**src/rtl/alu_issue.sv**
```systemverilog
// ID->EX issue stage for the RV32I pipeline: decodes one instruction into an
// ALU select plus operands and holds it in the ID/EX register under valid/ready flow control.

package alu_issue_pkg;

    typedef enum logic [4:0] {
        ALUNoP     = 5'd0,
        ALUadd     = 5'd1,
        ALUsub     = 5'd2,
        ALUsll     = 5'd3,
        ALUslt     = 5'd4,
        ALUsltu    = 5'd5,
        ALUxor     = 5'd6,
        ALUsrl     = 5'd7,
        ALUsra     = 5'd8,
        ALUor      = 5'd9,
        ALUand     = 5'd10,
        ALUand_inv = 5'd11
    } alu_sel_e;

    localparam logic [6:0] OPC_OP     = 7'b0110011;
    localparam logic [6:0] OPC_OP_IMM = 7'b0010011;
    localparam logic [6:0] OPC_LUI    = 7'b0110111;
    localparam logic [6:0] OPC_AUIPC  = 7'b0010111;
    localparam logic [6:0] OPC_JAL    = 7'b1101111;
    localparam logic [6:0] OPC_JALR   = 7'b1100111;
    localparam logic [6:0] OPC_BRANCH = 7'b1100011;
    localparam logic [6:0] OPC_LOAD   = 7'b0000011;
    localparam logic [6:0] OPC_STORE  = 7'b0100011;

    localparam logic [6:0] F7_BASE = 7'b0000000;
    localparam logic [6:0] F7_ALT  = 7'b0100000;

    typedef struct packed {
        alu_sel_e    sel;
        logic [31:0] op_a;
        logic [31:0] op_b;
        logic [31:0] imm;
        logic [4:0]  rd;
        logic        reg_write;
        logic        mem_rd;
        logic        mem_wr;
        logic        branch;
        logic        jump;
        logic        br_on_zero;
        logic        illegal;
    } issue_op_t;

endpackage

module alu_issue
    import alu_issue_pkg::*;
#(
    parameter int XLEN = 32
) (
    input  logic            clk,
    input  logic            rst_n,

    input  logic            id_valid,
    output logic            id_ready,
    input  logic [31:0]     id_instr,
    input  logic [XLEN-1:0] id_pc,
    input  logic [XLEN-1:0] id_rs1_data,
    input  logic [XLEN-1:0] id_rs2_data,

    input  logic            flush,

    input  logic            ex_ready,
    output logic            ex_valid,
    output logic [4:0]      ex_alu_sel,
    output logic [XLEN-1:0] ex_op_a,
    output logic [XLEN-1:0] ex_op_b,
    output logic [XLEN-1:0] ex_imm,
    output logic [XLEN-1:0] ex_pc,
    output logic [4:0]      ex_rd,
    output logic            ex_reg_write,
    output logic            ex_mem_rd,
    output logic            ex_mem_wr,
    output logic            ex_branch,
    output logic            ex_jump,
    output logic            ex_br_on_zero,
    output logic            ex_illegal,
    output logic            illegal_seen
);

    // ------------------------------------------------------------------
    // Instruction fields and immediates
    // ------------------------------------------------------------------
    logic [6:0]  opcode;
    logic [2:0]  funct3;
    logic [6:0]  funct7;
    logic [4:0]  rd_field;
    logic [4:0]  shamt;
    logic [31:0] imm_i;
    logic [31:0] imm_s;
    logic [31:0] imm_b;
    logic [31:0] imm_u;
    logic [31:0] imm_j;

    assign opcode   = id_instr[6:0];
    assign rd_field = id_instr[11:7];
    assign funct3   = id_instr[14:12];
    assign shamt    = id_instr[24:20];
    assign funct7   = id_instr[31:25];

    assign imm_i = {{20{id_instr[31]}}, id_instr[31:20]};
    assign imm_s = {{20{id_instr[31]}}, id_instr[31:25], id_instr[11:7]};
    assign imm_b = {{19{id_instr[31]}}, id_instr[31], id_instr[7],
                    id_instr[30:25], id_instr[11:8], 1'b0};
    assign imm_u = {id_instr[31:12], 12'b0};
    assign imm_j = {{11{id_instr[31]}}, id_instr[31], id_instr[19:12],
                    id_instr[20], id_instr[30:21], 1'b0};

    // ------------------------------------------------------------------
    // Combinational decode
    // ------------------------------------------------------------------
    issue_op_t op_d;

    always_comb begin
        // NOTE: the whole bundle gets a zero default first, so every path
        // through the case below leaves each field assigned and no latch forms.
        op_d    = '0;
        op_d.rd = rd_field;

        case (opcode)
            OPC_OP: begin
                op_d.op_a      = id_rs1_data;
                op_d.op_b      = id_rs2_data;
                op_d.reg_write = 1'b1;
                case ({funct7, funct3})
                    {F7_BASE, 3'b000}: op_d.sel = ALUadd;
                    {F7_ALT,  3'b000}: op_d.sel = ALUsub;
                    {F7_BASE, 3'b001}: op_d.sel = ALUsll;
                    {F7_BASE, 3'b010}: op_d.sel = ALUslt;
                    {F7_BASE, 3'b011}: op_d.sel = ALUsltu;
                    {F7_BASE, 3'b100}: op_d.sel = ALUxor;
                    {F7_BASE, 3'b101}: op_d.sel = ALUsrl;
                    {F7_ALT,  3'b101}: op_d.sel = ALUsra;
                    {F7_BASE, 3'b110}: op_d.sel = ALUor;
                    {F7_BASE, 3'b111}: op_d.sel = ALUand;
                    default:           op_d.illegal = 1'b1;
                endcase
            end

            OPC_OP_IMM: begin
                op_d.op_a      = id_rs1_data;
                op_d.op_b      = imm_i;
                op_d.imm       = imm_i;
                op_d.reg_write = 1'b1;
                case (funct3)
                    3'b000: op_d.sel = ALUadd;
                    3'b010: op_d.sel = ALUslt;
                    3'b011: op_d.sel = ALUsltu;
                    3'b100: op_d.sel = ALUxor;
                    3'b110: op_d.sel = ALUor;
                    3'b111: op_d.sel = ALUand;
                    3'b001: begin
                        op_d.op_b    = {27'b0, shamt};
                        op_d.sel     = ALUsll;
                        op_d.illegal = (funct7 != F7_BASE);
                    end
                    default: begin
                        // funct3 101: srli/srai; funct7 bit 0 set is a 6-bit shamt
                        op_d.op_b = {27'b0, shamt};
                        if (funct7 == F7_BASE) begin
                            op_d.sel = ALUsrl;
                        end else if (funct7 == F7_ALT) begin
                            op_d.sel = ALUsra;
                        end else begin
                            op_d.illegal = 1'b1;
                        end
                    end
                endcase
            end

            OPC_LUI: begin
                op_d.sel       = ALUadd;
                op_d.op_b      = imm_u;
                op_d.imm       = imm_u;
                op_d.reg_write = 1'b1;
            end

            OPC_AUIPC: begin
                op_d.sel       = ALUadd;
                op_d.op_a      = id_pc;
                op_d.op_b      = imm_u;
                op_d.imm       = imm_u;
                op_d.reg_write = 1'b1;
            end

            OPC_JAL, OPC_JALR: begin
                op_d.sel       = ALUadd;
                op_d.op_a      = id_pc;
                op_d.op_b      = 32'd4;
                op_d.imm       = (opcode == OPC_JAL) ? imm_j : imm_i;
                op_d.reg_write = 1'b1;
                op_d.jump      = 1'b1;
            end

            OPC_BRANCH: begin
                op_d.op_a   = id_rs1_data;
                op_d.op_b   = id_rs2_data;
                op_d.imm    = imm_b;
                op_d.branch = 1'b1;
                case (funct3)
                    3'b000: begin op_d.sel = ALUsub;  op_d.br_on_zero = 1'b1; end
                    3'b001: begin op_d.sel = ALUsub;  op_d.br_on_zero = 1'b0; end
                    3'b100: begin op_d.sel = ALUslt;  op_d.br_on_zero = 1'b0; end
                    3'b101: begin op_d.sel = ALUslt;  op_d.br_on_zero = 1'b1; end
                    3'b110: begin op_d.sel = ALUsltu; op_d.br_on_zero = 1'b0; end
                    3'b111: begin op_d.sel = ALUsltu; op_d.br_on_zero = 1'b1; end
                    default: op_d.illegal = 1'b1;
                endcase
            end

            OPC_LOAD: begin
                op_d.sel       = ALUadd;
                op_d.op_a      = id_rs1_data;
                op_d.op_b      = imm_i;
                op_d.imm       = imm_i;
                op_d.reg_write = 1'b1;
                op_d.mem_rd    = 1'b1;
            end

            OPC_STORE: begin
                op_d.sel    = ALUadd;
                op_d.op_a   = id_rs1_data;
                op_d.op_b   = imm_s;
                op_d.imm    = imm_s;
                op_d.mem_wr = 1'b1;
            end

            default: op_d.illegal = 1'b1;
        endcase

        // Illegal ops still flow down the pipe, but as a fully disabled NoP
        if (op_d.illegal) begin
            op_d         = '0;
            op_d.illegal = 1'b1;
        end

        if (rd_field == 5'd0) begin
            op_d.reg_write = 1'b0;
        end
    end

    // ------------------------------------------------------------------
    // ID/EX register and handshake
    // ------------------------------------------------------------------
    issue_op_t       op_q;
    logic [XLEN-1:0] pc_q;
    logic            ex_valid_q;
    logic            ex_valid_d;
    logic            illegal_seen_q;
    logic            illegal_seen_d;
    logic            accept;

    assign id_ready = !ex_valid_q || ex_ready;
    assign accept   = id_valid && id_ready && !flush;

    always_comb begin
        ex_valid_d = ex_valid_q;
        if (flush) begin
            ex_valid_d = 1'b0;
        end else if (accept) begin
            ex_valid_d = 1'b1;
        end else if (ex_ready) begin
            ex_valid_d = 1'b0;
        end
        illegal_seen_d = illegal_seen_q || (accept && op_d.illegal);
    end

    always_ff @(posedge clk or negedge rst_n) begin
        if (!rst_n) begin
            op_q           <= '0;
            pc_q           <= '0;
            ex_valid_q     <= 1'b0;
            illegal_seen_q <= 1'b0;
        end else begin
            // NOTE: non-blocking assignments make every flop here sample
            // pre-edge values, independent of statement order.
            ex_valid_q     <= ex_valid_d;
            illegal_seen_q <= illegal_seen_d;
            if (accept) begin
                op_q <= op_d;
                pc_q <= id_pc;
            end
        end
    end

    assign ex_valid      = ex_valid_q;
    assign ex_alu_sel    = op_q.sel;
    assign ex_op_a       = op_q.op_a;
    assign ex_op_b       = op_q.op_b;
    assign ex_imm        = op_q.imm;
    assign ex_pc         = pc_q;
    assign ex_rd         = op_q.rd;
    assign ex_reg_write  = op_q.reg_write;
    assign ex_mem_rd     = op_q.mem_rd;
    assign ex_mem_wr     = op_q.mem_wr;
    assign ex_branch     = op_q.branch;
    assign ex_jump       = op_q.jump;
    assign ex_br_on_zero = op_q.br_on_zero;
    assign ex_illegal    = op_q.illegal;
    assign illegal_seen  = illegal_seen_q;

endmodule

```
**config.mk**
```make
export PLATFORM = sky130hd
export DESIGN_NAME = alu_issue
export DESIGN_NICKNAME = d
export VERILOG_FILES = /design/src/rtl/alu_issue.sv
export SDC_FILE = /design/constraint.sdc
export NUM_CORES = 1
export LEC_CHECK = 0
export BUFFER_PORTS_ARGS = -buffer_cell sky130_fd_sc_hd__buf_2
export CAP_MARGIN = 20
export CORE_AREA = 3 3 157 159
export DETAILED_ROUTE_END_ITERATION = 12
export DIE_AREA = 0 0 160 162
export HOLD_SLACK_MARGIN = 0.08
export PLACE_DENSITY_LB_ADDON = 0.2
export SYNTH_ARGS = -nofsm -noshare
export SYNTH_HDL_FRONTEND = slang
export SYNTH_SLANG_ARGS = --single-unit
```
**constraint.sdc**
```tcl
create_clock -name clk -period 3.1 [get_ports clk]
set_input_delay 0.93 -clock clk [delete_from_list [all_inputs] [get_ports clk]]
set_output_delay 0.93 -clock clk [all_outputs]
set_load 0.05 [all_outputs]
```
==> results.yml, run 1 <==
synth:
  async_flop_share: 1.000
  ys.flop_type: "dfrtp_1"
  synth_top_area_cell: "dfrtp_1"
  synth_seq_cells: 146
  syn-cell-area_sq_um: 7019
  synth-edff-count: 0
  ys_seq_area_frac: 0.5205
  yosysWarnings: 0
  synth_top_cell_area_share: 0.5205
  syn_avg_cell_area_sq_um: 9.563
  synthCells: 734
  synth_nets: 867
  synth.distinct_cells: 63
  synth.area.top_cells: "dfrtp_1 52%, nand2_1 12%, o21ai_2 4.7%"
finish:
  nNetsFinal: 1130
  final_layout_size_suffix_gt1_frac: 0.3871
  final_cell_mix: "278 x buf_2, 219 x nand2_1, 146 x dfrtp_1, 43 x a22oi_1, 43 x o21ai_0"
  layout_commonest_cell: "buf_2"
  final_area_sq_um: 9459
  utilization: 0.4042
  area_growth_pct: 34.76
global_route:
  grt_max_degree: 67
  grt_pass1_vias: 6557
  antenna_found_initial: 2
  grt.total_usage: 0.1903
  grt_pass1_wl_um: 38670
  grt_overflow: 0
power:
  power_leakage_nw: 4.618
  total_power_w: 0.004958
  powerDensity_nw_per_um2: 524.1
  ir_worst_vdd_mv: 0.3362
sta:
  final.min_clock_period_ns: 2.460
  hold_viol: 0
  tightest_slew_ns: 0.8280
  finalCritPeriodShare: 0.7935
  grt_setup_unrepaired: "no"
  timing.setup.tns_ns: 0
  finalClockSkew_ns: 0.01046
  drv_slew: 0
  setup_violations: 0
  slew_headroom: 0.4437
  max_freq_ghz: 0.4065
  fin_ws_ns: 0.6401
clocking:
  cts_max_level: 4
  cts_sinks: 146
  ctsHoldBuffers: 0
  clockBufferDepth: 2
  cts_buffers: 17
  tritoncts: "done"
  insertion_delay_ns: 0.42
  root_buffer: "clkbuf_16"
  ctsResizeCount: 0
  cts_setup_buffers: 0
  clk_pin_slew_ns: 0.06
drt:
  detail_route.wl_per_cell_um: 18.87
  vias: 6646
  drt-pass1-iter-count: 5
  vias_per_cell: 4.989
  drt_iter0_markers: 511
  drc_errors: 0
  antenna_left: 0
  wl_um: 25140
die:
  initial_core_util: 0.2999
  die_w_um: 160
  ios: 281
  num_rows: 56
  die_h_um: 162
  fp.coreArea_sq_um: 23400
  dieArea_sq_um: 25920
place:
  placed_area_sq_um: 8835
  dp_slack_ns: 0.3056
  dp_hpwl_um: 17500
  gp_congestion: 0.8145
  io_buffers: 279
outcome:
  status: "complete, no violations"
run:
  drv_cap: 0
critical_path:
  required_ns: 2.17
  cp-end-kind: "output port"
  rrSetupSlack_ns: 1.11
  path_class: "input pin to output port"
  cp.arrival_ns: 1.53
  critPathLaunchType: "input pin"
  cp_max_fo: 3
min_path:
  hp-class: "input pin to async pin"
## routing by layer
| layer | part of all wire | global-route usage | up-vias | wire length [um] |
|---|---|---|---|---|
| met1 | 0.44 | 0.2564 | 3237 | 11130 |
| met5 | 0 | 0 | - | 0 |
| met3 | 0.055 | 0.04361 | 36 | 1378 |
| met2 | 0.48 | 0.3011 | 221 | 11990 |
| li1 | - | - | 3152 | - |
| met4 | 0.025 | 0.06943 | 0 | 640 |
## synth_stat cells, types with 2 or more instances
master       n
nand2_1    219
dfrtp_1    146
a22oi_1     43
o21ai_0     43
o21ai_2     38
clkbuf_1    34
a21oi_1     27
o31ai_1     27
a221oi_1    20
buf_2       12
nand3_1     12
buf_6       10
nor2_1       9
nor3_1       8
inv_1        5
nor2b_1      5
o211ai_1     5
a21o_1       3
a222oi_1     3
nand2b_1     3
nand3b_1     3
o21ai_1      3
a2111oi_0    2
a2bb2oi_2    2
and2_1       2
and3_1       2
buf_1        2
buf_4        2
clkbuf_2     2
nor3b_1      2
nor4_1       2
nor4_2       2
o21a_1       2
o21bai_1     2
or3_1        2
or4_1        2
xor2_1       2
## worst max-delay path, cell delays in order
cell and delay (ns):
buf_2 0.10, nor2b_1 0.20, inv_1 0.09, buf_2 0.22
## logic make-up (layout without fill, tap and decap cells)
family / Yosys count / after routing / synth area share
simple gates: 282 / 282 / 0.1793
compound gates: 235 / 235 / 0.2449
flops: 146 / 146 / 0.5205
buf+inv: 67 / 343 / 0.05009
xor+xnor: 2 / 2 / 0.002496
other cells: 1 / 4 / 0.0005342
mux: 1 / 1 / 0.002138
## stage by stage
| step | std cells | hold WS (ns) |
|---|---|---|
| floorplan | 734 | 0.6344 |
| global placement | 1297 | 0.4381 |
| detailed placement | 1297 | 0.4522 |
| CTS | 1329 | 0.4228 |
| global route | 1332 | 0.4261 |
| finish | 1332 | 0.4169 |
## power by group
group          internal (W)  total (W)  switching, W
clock network       0.00131    0.00220      0.000889
registers           0.00197    0.00201     0.0000323
logic              0.000194   0.000752      0.000558
total               0.00348    0.00496       0.00148
## cell type report
class | instances | area, sq um
Fill cell | 2468 | 13940
Antenna cell | 3 | 7.507
Multi-Input combinational cell | 521 | 3045
Tap cell | 319 | 399.1
Clock inverter | 12 | 170.2
Clock buffer | 20 | 446.7
Inverter | 5 | 18.77
Sequential cell | 146 | 3654
Timing Repair Buffer | 306 | 1718
## flip-flops by register name (all words and copies together), names as in the netlist
signal / flops
ex_pc: 32
ex_br_on_zero: 1
illegal_seen: 1
ex_mem_rd: 1
ex_rd: 5
ex_op_a: 32
ex_imm: 32
ex_branch: 1
ex_op_b: 32
ex_valid: 1
ex_jump: 1
ex_mem_wr: 1
ex_alu_sel: 4
ex_illegal: 1
ex_reg_write: 1
## path summary, 6_finish.rpt
path | start | endpoint | cells after the start
setup / recovery | ex_ready | id_ready | 4
hold / removal | rst_n | ex_op_a[22] | 1
setup reg to reg | ex_valid | ex_imm[1] | 7
hold reg to reg | ex_pc[19] | ex_pc[19] | 2
max in group asynchronous | rst_n | ex_op_a[19] | 2
min in group clk | ex_pc[19] | ex_pc[19] | 2
(Power assumes the default switching activity.)
==> inputs of run 2 (changes only) <==
- ABC_AREA: default -> 1
- CORE_AREA: 3 3 157 159 -> 3 3 160 162
- DIE_AREA: 0 0 160 162 -> 0 0 163 165
- clock period: 3.1 -> 2.5 ns (I/O delays scaled with it)
==> results.yml, run 2 <==
outcome:
  status: "complete, no violations"
place:
  dp_hpwl_um: 20300
  io_buffers: 279
  gp_congestion: 0.8871
  dp.cells: 1544
  placed_area_sq_um: 9224
critical_path:
  cp.arrival_ns: 1.36
  path_class: "input pin to output port"
  cp_max_fo: 2
  rrSetupSlack_ns: 0.73
  cp-end-kind: "output port"
  critPathLaunchType: "input pin"
  required_ns: 1.75
global_route:
  grt_overflow: 0
  grt_pass1_wl_um: 42100
  grt.total_usage: 0.2017
  grt_max_degree: 127
  grt_pass1_vias: 7479
  antenna_found_initial: 5
finish:
  area_growth_pct: 36.36
  nFillCells: 2580
  final_area_sq_um: 9863
  utilization: 0.4068
  layout_commonest_cell: "nand2_1"
  final_layout_size_suffix_gt1_frac: 0.2950
  nNetsFinal: 1372
  fin_cells: 1579
  final_cell_mix: "464 x nand2_1, 278 x buf_2, 146 x dfrtp_1, 59 x o21ai_0, 51 x nor2_1"
sta:
  finalClockSkew_ns: 0.008987
  timing.setup.tns_ns: 0
  grt_setup_unrepaired: "no"
  timing.hold.ws_ns: 0.2583
  finalCritPeriodShare: 0.8422
  tightest_slew_ns: 0.6039
  hold_viol: 0
  slew_headroom: 0.5974
  final.min_clock_period_ns: 2.106
  max_freq_ghz: 0.4749
  drv_slew: 0
  setup_violations: 0
power:
  powerDensity_nw_per_um2: 631.2
  power_leakage_nw: 5.752
  ir_worst_vdd_mv: 0.3642
drt:
  drc_errors: 0
  drt_iter0_markers: 591
  antenna_left: 0
  vias_per_cell: 4.730
  vias: 7469
  detail_route.wl_per_cell_um: 17.33
  wl_um: 27370
  drt-pass1-iter-count: 5
synth:
  ys_seq_area_frac: 0.5051
  yosysWarnings: 0
  synth.area.top_cells: "dfrtp_1 51%, nand2_1 24%, o21ai_0 4.1%"
  yosys-top-cells-count: "464 x nand2_1, 146 x dfrtp_1, 59 x o21ai_0"
  ys.flop_type: "dfrtp_1"
  synth_seq_cells: 146
  synth_top_area_cell: "dfrtp_1"
  synth_top_cell_area_share: 0.5051
  synth-edff-count: 0
  synth_nets: 1089
  synth.distinct_cells: 31
  async_flop_share: 1.000
  syn-cell-area_sq_um: 7233
  yosysMostFrequentCell: "nand2_1"
  synthCells: 956
  syn_avg_cell_area_sq_um: 7.566
die:
  dieArea_sq_um: 26900
  initial_core_util: 0.2983
  ios: 281
  die_w_um: 163
  fp.coreArea_sq_um: 24250
  num_rows: 57
  die_h_um: 165
run:
  drv_cap: 0
clocking:
  tritoncts: "done"
  cts_buffers: 17
  cts_max_level: 4
  cts_setup_buffers: 0
  root_buffer: "clkbuf_16"
  clk_pin_slew_ns: 0.07
  cts_sinks: 146
  ctsHoldBuffers: 0
  clockBufferDepth: 2
  insertion_delay_ns: 0.42
  ctsResizeCount: 0
min_path:
  hp-class: "input pin to async pin"
-- run 2: worst max-delay path, stage by stage --
cell and delay [ns]:
buf_2 0.10, nor2_1 0.21, inv_1 0.09, buf_2 0.22
-- run 2: cells by family after synthesis --
| family | Yosys count | synth area share |
|---|---|---|
| other cells | 1 | 0.0005184 |
| buf+inv | 95 | 0.05466 |
| simple gates | 594 | 0.3361 |
| flops | 146 | 0.5051 |
| compound gates | 120 | 0.1036 |
-- run 2: metal layers --
| layer | part of all wire | up-vias | GRT usage | routed length, um |
|---|---|---|---|---|
| li1 | - | 3647 | - | - |
| met1 | 0.45 | 3487 | 0.2720 | 12230 |
| met2 | 0.47 | 292 | 0.3299 | 12830 |
| met3 | 0.064 | 39 | 0.03863 | 1761 |
| met4 | 0.019 | 4 | 0.06113 | 521 |
| met5 | 0.00095 | - | 0 | 26 |
-- run 2: path summary, 6_finish.rpt --
check / from / end / depth (start not counted)
min in group clk: ex_pc[24] / ex_pc[24] / 2
setup / recovery: ex_ready / id_ready / 4
hold reg to reg: ex_pc[24] / ex_pc[24] / 2
max in group asynchronous: rst_n / ex_branch / 2
hold / removal: rst_n / ex_pc[3] / 1
setup reg to reg: ex_valid / ex_op_b[13] / 7
-- run 2: area by class of cell --
type                            instances  area [sq um]  share of cell area
Timing Repair Buffer                  314          1803              0.1828
Clock inverter                         13         200.2             0.02030
Clock buffer                           18         429.2             0.04351
Tap cell                              324         405.4             0.04110
Sequential cell                       146          3654              0.3704
Multi-Input combinational cell        715          3191              0.3235
Antenna cell                            4         10.01            0.001015
Inverter                               45         171.4             0.01738
-- run 2: through the flow --
stage               total power (W)  setup slack, ns
floorplan                  0.003096           0.3890
global placement           0.003509          0.05511
detailed placement         0.003509          0.05164
CTS                        0.006296           0.3934
global route               0.006477           0.2985
finish                     0.006226           0.3944
-- run 2: power breakdown --
part / total (W) / switching [W] / leakage [nW] / internal [W]
registers: 0.00250 / 0.0000463 / 1.98 / 0.00245
logic: 0.000961 / 0.000714 / 3.47 / 0.000246
clock network: 0.00277 / 0.00108 / 0.297 / 0.00169
==> inputs of run 3 (changes only) <==
- clock period: 2.5 -> 1.9 ns (I/O delays scaled with it)
==> results.yml, run 3 (synthesis results as in run 2) <==
finish:
  final_layout_size_suffix_gt1_frac: 0.3406
  nFillCells: 2516
  nNetsFinal: 1447
  layout_commonest_cell: "nand2_1"
  final_cell_mix: "462 x nand2_1, 278 x buf_2, 146 x dfrtp_1, 90 x buf_4, 59 x o21ai_0"
  fin_cells: 1654
  multiInputGateArea_sq_um: 3216
  area_growth_pct: 45.56
  regArea_sq_um: 3654
  final_area_sq_um: 10530
global_route:
  grt.total_usage: 0.2053
  grt_overflow: 0
  antenna_found_initial: 5
  grt_util_met1: 0.2840
  grt-busiest-layer: "met2"
  use_met3: 0.03712
  grt_use_met2: 0.3363
  grt_pass1_vias: 7431
  grt_max_degree: 93
  grt_pass1_wl_um: 42740
min_path:
  hold_depth: 2
  hp-class: "input pin to flop"
  hold_start: "flush"
  hold_path_end: "ex_valid"
sta:
  final.min_clock_period_ns: 1.813
  grt_setup_unrepaired: "no"
  setup_violations: 0
  fin_ws_ns: 0.08686
  drv_slew: 0
  hold_viol: 0
  max_freq_ghz: 0.5515
  finalClockSkew_ns: 0.01340
  finalCritPeriodShare: 0.9543
  timing.hold.ws_ns: 0.3470
critical_path:
  slowest_stage: "clkbuf_16"
  r2r-start: "ex_valid"
  path_cells: "buf_2 -> nor2_1 -> buf_4 -> nand2_2 -> inv_2 -> buf_4 -> nand2_1 -> nand2_1 -> nor2_1 -> nand3_2 -> nand2_4 -> nor2_4 -> buf_12 -> clkbuf_16 -> nand2_1 -> nand2_1"
  slowest_delay_ns: 0.16
  cpMostUsedCell: "nand2_1"
  r2r-end: "ex_op_b[25]"
  cp_max_fo: 10
  rr_worst_depth: 7
  rrSetupSlack_ns: 0.29
  critPathLaunchType: "input pin"
  cp-end-kind: "flop"
  critical_path_buf_inv_count: 6
  worst_path_dominant_cell_family: "simple AND/OR/NAND/NOR gates"
  path_class: "input pin to flop"
  required_ns: 2.23
  cp.arrival_ns: 2.14
run:
  drv_cap: 0
drt:
  vias: 7845
  antenna_left: 0
  vias_per_cell: 4.743
  wl_um: 28240
  detail_route.wl_per_cell_um: 17.07
  drc_errors: 0
  drt-pass1-iter-count: 5
  drt_iter0_markers: 729
power:
  pwr-share-seq: 0.404
  ir_worst_vdd_mv: 0.4260
  pwr-share-comb: 0.168
  p_switching_w: 0.002529
  power_leakage_nw: 6.141
  p_int_w: 0.005604
  powerDensity_nw_per_um2: 772.4
  pwr-share-clk: 0.428
  switching_share: 0.3110
die:
  die_w_um: 163
  ios: 281
  fp.coreArea_sq_um: 24250
  die_h_um: 165
  dieArea_sq_um: 26900
  num_rows: 57
  initial_core_util: 0.2983
clocking:
  cts_buffers: 17
  insertion_delay_ns: 0.43
  cts_max_level: 4
  tritoncts: "done"
  clk_pin_slew_ns: 0.07
  clockBufferDepth: 2
  root_buffer: "clkbuf_16"
  cts_sinks: 146
place:
  dp_hpwl_um: 21240
  dp_slack_ns: -0.3550
  io_buffers: 279
  placed_area_sq_um: 9812
  dp.cells: 1612
  gp_congestion: 0.8930
outcome:
  status: "complete, no violations"
run 3: cell types whose count changed in the layout (fill, tap and decap cells not counted), sizes merged:
| cell | delta |
|---|---|
| dlygate4sd3 | +1 |
| bufinv | -2 |
| clkinv | +1 |
| inv | +3 |
| buf | +72 |
| diode | -1 |
| clkbuf | +1 |
run 3: routing by layer:
layer	routed length, um	vias up
met5	27	-
met4	246	4
met3	1612	21
met2	13440	281
met1	12910	3736
li1	-	3803
run 3: how the worst max path moves through the flow:
stage          cells past startpoint         start  slack (ns)       endpoint
2_1_floorplan                     13   id_instr[4]      0.0006  ex_alu_sel[0]
3_3_place_gp                      13  id_instr[25]       -0.30      ex_imm[2]
3_5_place_dp                      13  id_instr[25]       -0.36     ex_op_a[0]
4_1_cts                            4      ex_valid        0.01       id_ready
5_1_grt                           16  id_instr[28]        0.01     ex_op_b[7]
6_report                          16  id_instr[28]        0.09    ex_op_a[12]
run 3: what timing repair did:
action,4_1_cts,5_1_grt
setup endpoints to repair,0,36
endpoints found under the hold margin,13,0
resized for setup,0,5
hold buffers,1,0
buffers inserted,0,4
run 3: cell type report:
class | instances | share of cell area
multi-input combinational | 715 | 0.3054
timing repair buffer | 389 | 0.2354
clock inverter | 15 | 0.01604
clock buffer | 17 | 0.04040
tap | 324 | 0.03850
antenna | 3 | 0.0007130
sequential | 146 | 0.3470
inverter | 45 | 0.01652
run 3: power by group through the flow:
stage / logic, W / registers (W) / clock network [W]
floorplan: 0.000311 / 0.00377 / 0
global placement: 0.00136 / 0.00334 / 0
detailed placement: 0.00136 / 0.00335 / 0
CTS: 0.00137 / 0.00329 / 0.00354
global route: 0.00147 / 0.00330 / 0.00369
finish: 0.00137 / 0.00329 / 0.00348
run 3: metrics by stage:
step                      setup TNS (ns)  power (W)  utilization
after floorplan                        0   0.004077            -
after global placement            -24.15   0.004709       0.4046
after detailed placement          -29.15   0.004708       0.4046
after CTS                              0   0.008198       0.4296
after global routing                   0   0.008462       0.4342
final                                  0   0.008133       0.4342
